==> src/rtl/sram_1rw_arbiter.sv <==
// ---------------------------------------------------------------------------
// sram_1rw_arbiter
//
// Shares one single-port 1RW SRAM macro between two requesters (p0, p1)
// using round-robin arbitration. At most one access is issued per cycle,
// every macro input pin is driven from a flop, and read data is routed back
// to the requester that issued the read with a fixed latency.
//
// Ports
//   clk, rst_n          clock (also the macro clock) / async active-low reset
//   pN_req_valid        request valid (N = 0, 1)
//   pN_req_ready        grant: request accepted this cycle
//   pN_req_we           1 = write, 0 = read
//   pN_req_addr         word address
//   pN_req_wdata        write data
//   pN_rsp_valid        one-cycle pulse, read data valid
//   pN_rsp_rdata        read data, meaningful only while pN_rsp_valid = 1
//   sram_a/csb/web/oeb/i  registered macro pins (csb/web/oeb active low)
//   sram_o              macro read data, tri-stated while sram_oeb = 1
//
// Timing: grant in cycle T -> macro pins in T+1 -> read data on sram_o in
// T+2 -> rsp pulse in T+2+OUT_REG.
// ---------------------------------------------------------------------------
module sram_1rw_arbiter #(
   parameter int ADDR_W  = 7,
   parameter int DATA_W  = 48,
   parameter int OUT_REG = 1
) (
   input  logic              clk,
   input  logic              rst_n,
   input  logic              p0_req_valid,
   output logic              p0_req_ready,
   input  logic              p0_req_we,
   input  logic [ADDR_W-1:0] p0_req_addr,
   input  logic [DATA_W-1:0] p0_req_wdata,
   output logic              p0_rsp_valid,
   output logic [DATA_W-1:0] p0_rsp_rdata,
   input  logic              p1_req_valid,
   output logic              p1_req_ready,
   input  logic              p1_req_we,
   input  logic [ADDR_W-1:0] p1_req_addr,
   input  logic [DATA_W-1:0] p1_req_wdata,
   output logic              p1_rsp_valid,
   output logic [DATA_W-1:0] p1_rsp_rdata,
   output logic [ADDR_W-1:0] sram_a,
   output logic              sram_csb,
   output logic              sram_web,
   output logic              sram_oeb,
   output logic [DATA_W-1:0] sram_i,
   input  logic [DATA_W-1:0] sram_o
);

   // ptr = 0 gives p0 priority when both ports are valid, ptr = 1 gives p1
   logic              ptr;
   logic              grant0;
   logic              grant1;
   logic              sel_we;
   logic [ADDR_W-1:0] sel_addr;
   logic [DATA_W-1:0] sel_wdata;

   // Tag of the access currently on the macro pins (cycle T+1)
   logic              s1_read;
   logic              s1_port;
   // Port owning the data on sram_o (cycle T+2); read-ness is ~sram_oeb
   logic              s2_port;

   logic              hit0;
   logic              hit1;

   // Grant is purely combinational so a lone requester is accepted the
   // same cycle it raises valid; the two grants are mutually exclusive.
   always_comb begin
      grant0    = p0_req_valid & (~p1_req_valid | ~ptr);
      grant1    = p1_req_valid & (~p0_req_valid |  ptr);
      sel_we    = grant1 ? p1_req_we    : p0_req_we;
      sel_addr  = grant1 ? p1_req_addr  : p0_req_addr;
      sel_wdata = grant1 ? p1_req_wdata : p0_req_wdata;
   end

   assign p0_req_ready = grant0;
   assign p1_req_ready = grant1;

   // Macro pins, priority pointer and the tag pipeline. sram_i only loads
   // on writes so reads leave the data bus untouched; a, web and i hold
   // across idle cycles and only csb deasserts.
   always_ff @(posedge clk or negedge rst_n) begin
      if (!rst_n) begin
         ptr      <= 1'b0;
         sram_a   <= '0;
         sram_csb <= 1'b1;
         sram_web <= 1'b1;
         sram_oeb <= 1'b1;
         sram_i   <= '0;
         s1_read  <= 1'b0;
         s1_port  <= 1'b0;
         s2_port  <= 1'b0;
      end else begin
         if (grant0 | grant1) begin
            ptr      <= grant0;
            sram_csb <= 1'b0;
            sram_web <= ~sel_we;
            sram_a   <= sel_addr;
            if (sel_we) begin
               sram_i <= sel_wdata;
            end
         end else begin
            sram_csb <= 1'b1;
         end
         s1_read  <= (grant0 | grant1) & ~sel_we;
         s1_port  <= grant1;
         sram_oeb <= ~s1_read;
         s2_port  <= s1_port;
      end
   end

   // Read data is on sram_o exactly while oeb is low; route it by port tag
   assign hit0 = ~sram_oeb & ~s2_port;
   assign hit1 = ~sram_oeb &  s2_port;

   generate
      if (OUT_REG != 0) begin : g_out_reg
         // Registered response: capture sram_o at the end of the data cycle
         // and pulse valid one cycle later. Data only updates on a hit so it
         // stays stable between pulses.
         always_ff @(posedge clk or negedge rst_n) begin
            if (!rst_n) begin
               p0_rsp_valid <= 1'b0;
               p1_rsp_valid <= 1'b0;
               p0_rsp_rdata <= '0;
               p1_rsp_rdata <= '0;
            end else begin
               p0_rsp_valid <= hit0;
               p1_rsp_valid <= hit1;
               if (hit0) begin
                  p0_rsp_rdata <= sram_o;
               end
               if (hit1) begin
                  p1_rsp_rdata <= sram_o;
               end
            end
         end
      end else begin : g_out_comb
         // Combinational response straight from the macro output
         assign p0_rsp_valid = hit0;
         assign p1_rsp_valid = hit1;
         assign p0_rsp_rdata = sram_o;
         assign p1_rsp_rdata = sram_o;
      end
   endgenerate

endmodule

==> config.mk <==
export PLATFORM = sky130hd
export DESIGN_NAME = sram_1rw_arbiter
export DESIGN_NICKNAME = d
export VERILOG_FILES = /design/src/rtl/sram_1rw_arbiter.sv
export SDC_FILE = /design/constraint.sdc
export NUM_CORES = 1
export LEC_CHECK = 0
export ABC_AREA = 1
export CAP_MARGIN = 0
export CORE_ASPECT_RATIO = 0.75
export CORE_UTILIZATION = 45
export CTS_CLUSTER_DIAMETER = 200
export DETAILED_ROUTE_END_ITERATION = 12
export GPL_ROUTABILITY_DRIVEN = 0
export PLACE_DENSITY = 0.87
export SETUP_SLACK_MARGIN = 0.3
export SYNTH_ARGS = -nofsm -noshare
export SYNTH_HDL_FRONTEND = slang
export SYNTH_SLANG_ARGS = --single-unit
==> constraint.sdc <==
create_clock -name clk -period 2 [get_ports clk]
set_input_delay 0.4 -clock clk [delete_from_list [all_inputs] [get_ports clk]]
set_output_delay 0.4 -clock clk [all_outputs]
set_load 0.02 [all_outputs]
==> run metrics, run 1 <==
status finished clean; commonest non-fill, non-tap cells in the layout nand2_1, clkdlybuf4s50_1, dfrtp_1; fin crit period 1.65 ns; Yosys Warn Count 0; Final Max Tran Viols 0; GRT Residual Overflow 0; Post-Synthesis Cells 810; Final Hold Vio Count 0; commonest non-fill, non-tap cell in the layout nand2_1; top post-synthesis cells by area dfrtp_1, nand2_1, nand3_1, o21ai_0, a21oi_1; Placeable Area between 10000 and 15000 sq um; WL met1 7.91 mm; pin count of the biggest net entering global routing a little under 100; Syn Std Cell Area 6860 sq um; Cell Chain, Critical Path dlygate4sd2_1; Routed wire per std cell 16.1 microns; f_max 0.604 GHz; number of non-filler instances in the completed layout 1331; leading area contributor after synthesis dfrtp_1; relative slew slack 66.5%; vias in the first global route 6637; max_cap viols 0; maximum ir drop on the vdd rail 0.524 mV; Top delay family on crit path flip-flops; Worst Skew approximately 0.015 ns; final worst slack around 0.35 ns; top-area cell type share of the netlist area 57.3%; clk sinks 160; initial antenna violation count 1; RSZ-0062 raised after global routing no; synthesized flop and latch total 160; CP peak stage delay 0.52 ns; PD cells just over 1000 nW/um^2; Worst Setup End Kind output port; clock slew at reported path FFs 0.07 ns; P&R area growth vs syn 57.1%; Vias ~7000; total track usage about 28%; DRC viols 0; Die Height 109 microns; Critical Path RT 1.60 ns; HPWL after DPL 15.5 mm; Vias/cell a little over 5; clk buf depth 2; crit path launch type register; Final Setup Violations 0; drt initial violations ~320; top sig layer met5; layout cell share with drive strength beyond 1 ~7%; routed wire length around 21 mm; Slew @ Worst Pin slightly above 0.5 ns; met2 routed WL 11.2 mm; htree depth 4; Die Area 15700 sq um; placed cells approximately 1300; Root Driver clkbuf_16; Final ANT Viol Nets 0; Worst Path Buf+Inv 1; met3 routed WL 1.77 mm; CTS buffer count 17; CTS tree yes; Mapped Nets 974; period utilization 82.7%; first-pass GRT wire length about 33 mm; Critical Path AT roughly 1.3 ns; Chip Width between 100 and 150 microns; Initial DRT Pass Iterations 4; Row Count 38; hold crit path type in2reg; post-synthesis sequential area ratio 58.4%; CP Max Fanout 1; clk_lat worst skew approximately 0.42 ns; leak pwr 0.00552 uW; port bufs 321; Boundary Pins ~320; Diodes inserted 0; Avg Inst Size Synth 8.47 sq um; Setup CP Type reg2out; initial core utilization 46.7%; unique cell type count in the Yosys netlist 17; dpl ws -0.235 ns; Nets 1282; Worst path slowest cell dfstp_2
==> routing by layer <==
metal,up-vias,track usage [%]
met1,3230,30.8
li1,3234,-
met5,-,0
met4,2,10.3
met3,39,7.99
met2,300,50.0
==> worst paths after layout <==
check,cells past startpoint,startpoint,slack [ns],end
max in group asynchronous,3,rst_n,0.84,sram_i[12]
max,1,sram_csb,0.35,sram_csb
min,3,p1_req_valid,0.32,s1_port
max reg2reg,8,ptr,0.47,sram_i[4]
min in group asynchronous,2,rst_n,0.49,p1_rsp_rdata[26]
min reg2reg,1,s1_read,0.36,sram_oeb
==> power breakdown <==
part	internal [uW]	switching, uW	leakage [uW]
clock network	1680	1480	0.000287
logic	1400	2110	0.00331
registers	3920	372	0.00192
total	7000	3970	0.00552
==> worst register-to-register path, stage by stage, from the launching register on <==
cell and delay [ns]:
dfrtp_1 0.39, inv_2 0.07, nand2_4 0.07, buf_4 0.28
nand3_1 0.14, nand2_2 0.15, buf_12 0.18, nand3_1 0.11
nand2_1 0.07
==> cell type report <==
class | instances | area, sq um
Timing Repair Buffer | 348 | 3360
Multi-Input combinational cell | 533 | 2360
Clock buffer | 17 | 425
Clock inverter | 15 | 161
Fill cell | 1131 | 3910
Sequential cell | 160 | 4010
Inverter | 58 | 218
Tap cell | 200 | 250
==> metrics by stage <==
step	area [sq um]	TNS, ns	total power (uW)	hold WS (ns)	util [%]
floorplan	6860	0	6150	0.104	-
global placement	10400	-1.87	8250	0.344	70.5
detailed placement	10400	-3.94	8360	0.354	70.5
CTS	10800	0	11000	0.304	73.2
global route	10800	0	11500	0.310	73.4
finish	10800	0	11000	0.324	73.4
==> registers in the layout (all words and copies together), names as in the netlist <==
| register | count |
|---|---|
| s2_port | 1 |
| sram_i | 48 |
| s1_port | 1 |
| ptr | 1 |
| p0_rsp_valid | 1 |
| p0_rsp_rdata | 48 |
| s1_read | 1 |
| sram_csb | 1 |
| sram_oeb | 1 |
| p1_rsp_valid | 1 |
| sram_web | 1 |
| sram_a | 7 |
| p1_rsp_rdata | 48 |
==> kinds of logic after synthesis <==
logic type / after synthesis / share of synthesized area [%]
AOI/OAI and AO/OA: 106 / 7.73
buffers and inverters: 117 / 7.51
DFF: 160 / 58.4
and+or+nand+nor: 427 / 26.3
==> Yosys cell counts <==
| cell | count |
|---|---|
| nor2_1 | 51 |
| buf_6 | 2 |
| nand2_1 | 224 |
| buf_2 | 28 |
| dfstp_2 | 3 |
| buf_4 | 7 |
| nand2_4 | 1 |
| buf_1 | 3 |
| nand3_1 | 148 |
| clkbuf_1 | 19 |
| a21oi_1 | 49 |
| dfrtp_1 | 157 |
| nand3_2 | 1 |
| o21ai_0 | 57 |
| nand2_2 | 2 |
| inv_1 | 56 |
| inv_2 | 2 |
==> repair_timing <==
item                                    CTS  global route
buffers inserted                          1             1
resized for setup                       165             6
endpoints found under the setup margin  158             4
hold buffers                              1             0
hold endpoints to repair                 45             0
Note: power is estimated with default switching activity, not from simulation.
==> run 2: changes to the inputs <==
CORE_UTILIZATION = 37   (was 45)
PLACE_DENSITY = 0.76   (was 0.87)
clock period = 1.3 ns   (was 2 ns; I/O delays follow)
==> run 2 against run 1 <==
Net effect:
- the flow now finishes with violations (negative setup slack)
- sequential power up 65%
- clock-buffer cell count unchanged
- die area up 21%
- largest power group is now combinational cells
- critical endpoint is now p1_req_ready
- non-clock buffer count up 161
- routed wire length up 44%
- cell area up 29%
- cell count up 15%
- core utilization up 4.3 points
- clock power up 60%
- critical path depth up 4
==> run metrics, run 2 (synthesis gave the netlist of run 1 again) <==
power share of the combinational group 44.0% (was 32.0%); Clock power frac 23.3% (was 28.8%); worst r2r path cells 8 (unchanged); Int Power 13700 uW (was 7000 uW); layout cell share with drive strength beyond 1 44.0% (was 6.90%); switching share of total power 36.7% (was 36.2%); Vias/cell 5.17 (was 5.11); GRT Residual Overflow 0 (unchanged); Nets 1443 (was 1282); hold crit path type in2reg (unchanged); drt initial violations 588 (was 316); final core occ 77.6% (was 73.4%); hold path cells 3 (unchanged); clk buf depth 2 (unchanged); DRC viols 0 (unchanged); initial core utilization 38.4% (was 46.7%); Final Max Tran Viols 0 (unchanged); Routed wire per std cell 20.2 microns (was 16.1 microns); Critical Path AT 1.23 ns (was 1.25 ns); CTS tree yes (unchanged); relative slew slack 72.3% (was 66.5%); port bufs 321 (unchanged); dpl ws -0.557 ns (was -0.235 ns); setup TNS -5.61 ns (was 0 ns); number of non-filler instances in the completed layout 1534 (was 1331); switching power 7950 uW (was 3970 uW); Diodes inserted 0 (unchanged); clk sinks 160 (unchanged); routed wire length 30.9 mm (was 21.4 mm); pin count of the biggest net entering global routing 49 (was 97); Placeable Area 17900 sq um (was 14700 sq um); Top Usage Layer GRT met2 (unchanged); Register Area 4010 sq um (unchanged); grt met1 use 29.8% (was 30.8%); Root Driver clkbuf_16 (unchanged); commonest non-fill, non-tap cells in the layout nand2_1, buf_6, clkdlybuf4s50_1 (was nand2_1, clkdlybuf4s50_1, dfrtp_1); initial antenna violation count 0 (was 1); Reg power frac 32.7% (was 39.2%); Initial DRT Pass Iterations 5 (was 4); leak pwr 0.00673 uW (was 0.00552 uW); first-pass GRT wire length 36.0 mm (was 33.2 mm); Top Registers p0_rsp_rdata: 48 flops, p1_rsp_rdata: 48 flops, sram_i: 48 flops (unchanged); max_cap viols 0 (unchanged); status complete, but fails checks (was finished clean); RSZ-0062 raised after global routing yes (was no); vias in the first global route 6886 (was 6637); Slew @ Worst Pin 0.416 ns (was 0.503 ns); placed cells 1356 (was 1296); Vias 7934 (was 6805); P&R area growth vs syn 102% (was 57.1%); Row Count 42 (was 38); PD cells 1560 nW/um^2 (was 1020 nW/um^2); Chip Width 159 microns (was 145 microns); fin crit period 1.49 ns; Final Setup Violations 86 (was 0); clock slew at reported path FFs 0.07 ns (about the same); Die Area 19100 sq um (was 15700 sq um); commonest non-fill, non-tap cell in the layout nand2_1 (unchanged); CP Max Fanout 2 (was 1); maximum ir drop on the vdd rail 0.862 mV (was 0.524 mV); Critical Path RT 1.04 ns (was 1.60 ns); Worst Setup End Kind output port (unchanged); HPWL after DPL 15.7 mm (was 15.5 mm); Worst Skew 0.0153 ns (was 0.0147 ns); period utilization 115%; f_max 0.669 GHz; total track usage 24.1% (was 27.6%); Setup CP Type reg2out (unchanged); Layout fillers 1057 (was 1131); GR met2 Demand/Resource 42.1% (was 50.0%); CTS buffer count 17 (unchanged); clk_lat worst skew 0.45 ns (was 0.42 ns); crit path launch type register (unchanged); Tot Pwr 21700 uW (was 11000 uW); GR Util met3 5.67% (was 7.99%); final worst slack -0.195 ns (was 0.346 ns); Final Hold Vio Count 0 (unchanged); htree depth 4 (unchanged); footprint of the multi-input gates 3280 sq um (was 2360 sq um); Final ANT Viol Nets 0 (unchanged); violated checks negative setup slack; Die Height 120 microns (was 109 microns); Boundary Pins 322 (unchanged)
run 2: cell types whose count changed in the layout (fill, tap and decap cells not counted), sizes merged:
| cell | delta |
|---|---|
| clkbuf | +14 |
| clkinv | +1 |
| clkinvlp | +1 |
| clkdlybuf4s15 | -2 |
| dlygate4sd2 | -154 |
| bufinv | +1 |
| inv | -3 |
| buf | +303 |
run 2: critical path, cell delays in order (launching register included):
cell     delay (ns)
dfrtp_1        0.40
inv_2          0.09
nand2_4        0.06
nand2_4        0.08
inv_4          0.04
buf_6          0.12
run 2: final cells by class:
class	count	share of cell area, %
flip-flops and latches	160	28.9
multi-input cells	533	23.6
well taps	242	2.18
repair buffers	509	39.5
clock inverters	15	1.07
clock buffers	17	3.07
inverters	58	1.64
run 2: layer usage:
layer,wire length [microns],vias to the layer above
met5,0,-
met4,1190,0
met3,2620,95
met2,15500,471
met1,11600,3813
li1,-,3555
run 2: power by group through the flow:
stage / logic [uW] / registers, uW / clock network, uW
2_1_floorplan: 1780 / 7990 / 0
3_3_place_gp: 6290 / 6720 / 0
3_5_place_dp: 6380 / 6750 / 0
4_1_cts: 7300 / 6860 / 4960
5_1_grt: 9940 / 7160 / 5290
6_report: 9520 / 7090 / 5050
run 2: through the flow:
step	area (sq um)	hold slack, ns
finish	13900	0.133
detailed placement	10700	0.153
CTS	12100	0.113
floorplan	7220	-0.0356
global route	13900	0.123
global placement	10700	0.154
run 2: path summary, 6_finish.rpt:
check / start / to / slack, ns
hold / removal: p1_req_valid / s1_port / 0.13
min in group asynchronous: rst_n / p0_rsp_rdata[9] / 0.26
setup reg to reg: ptr / sram_i[33] / -0.12
setup / recovery: ptr / p1_req_ready / -0.19
hold reg to reg: s1_read / sram_oeb / 0.35
max in group asynchronous: rst_n / sram_web / 0.47
run 2: timing repair:
item	CTS	global route
hold buffers	1	0
resized for setup	949	240
cloned	0	23
setup buffers	64	58
pin swaps	4	5
endpoints found under the hold margin	20	0
setup endpoints to repair	314	314
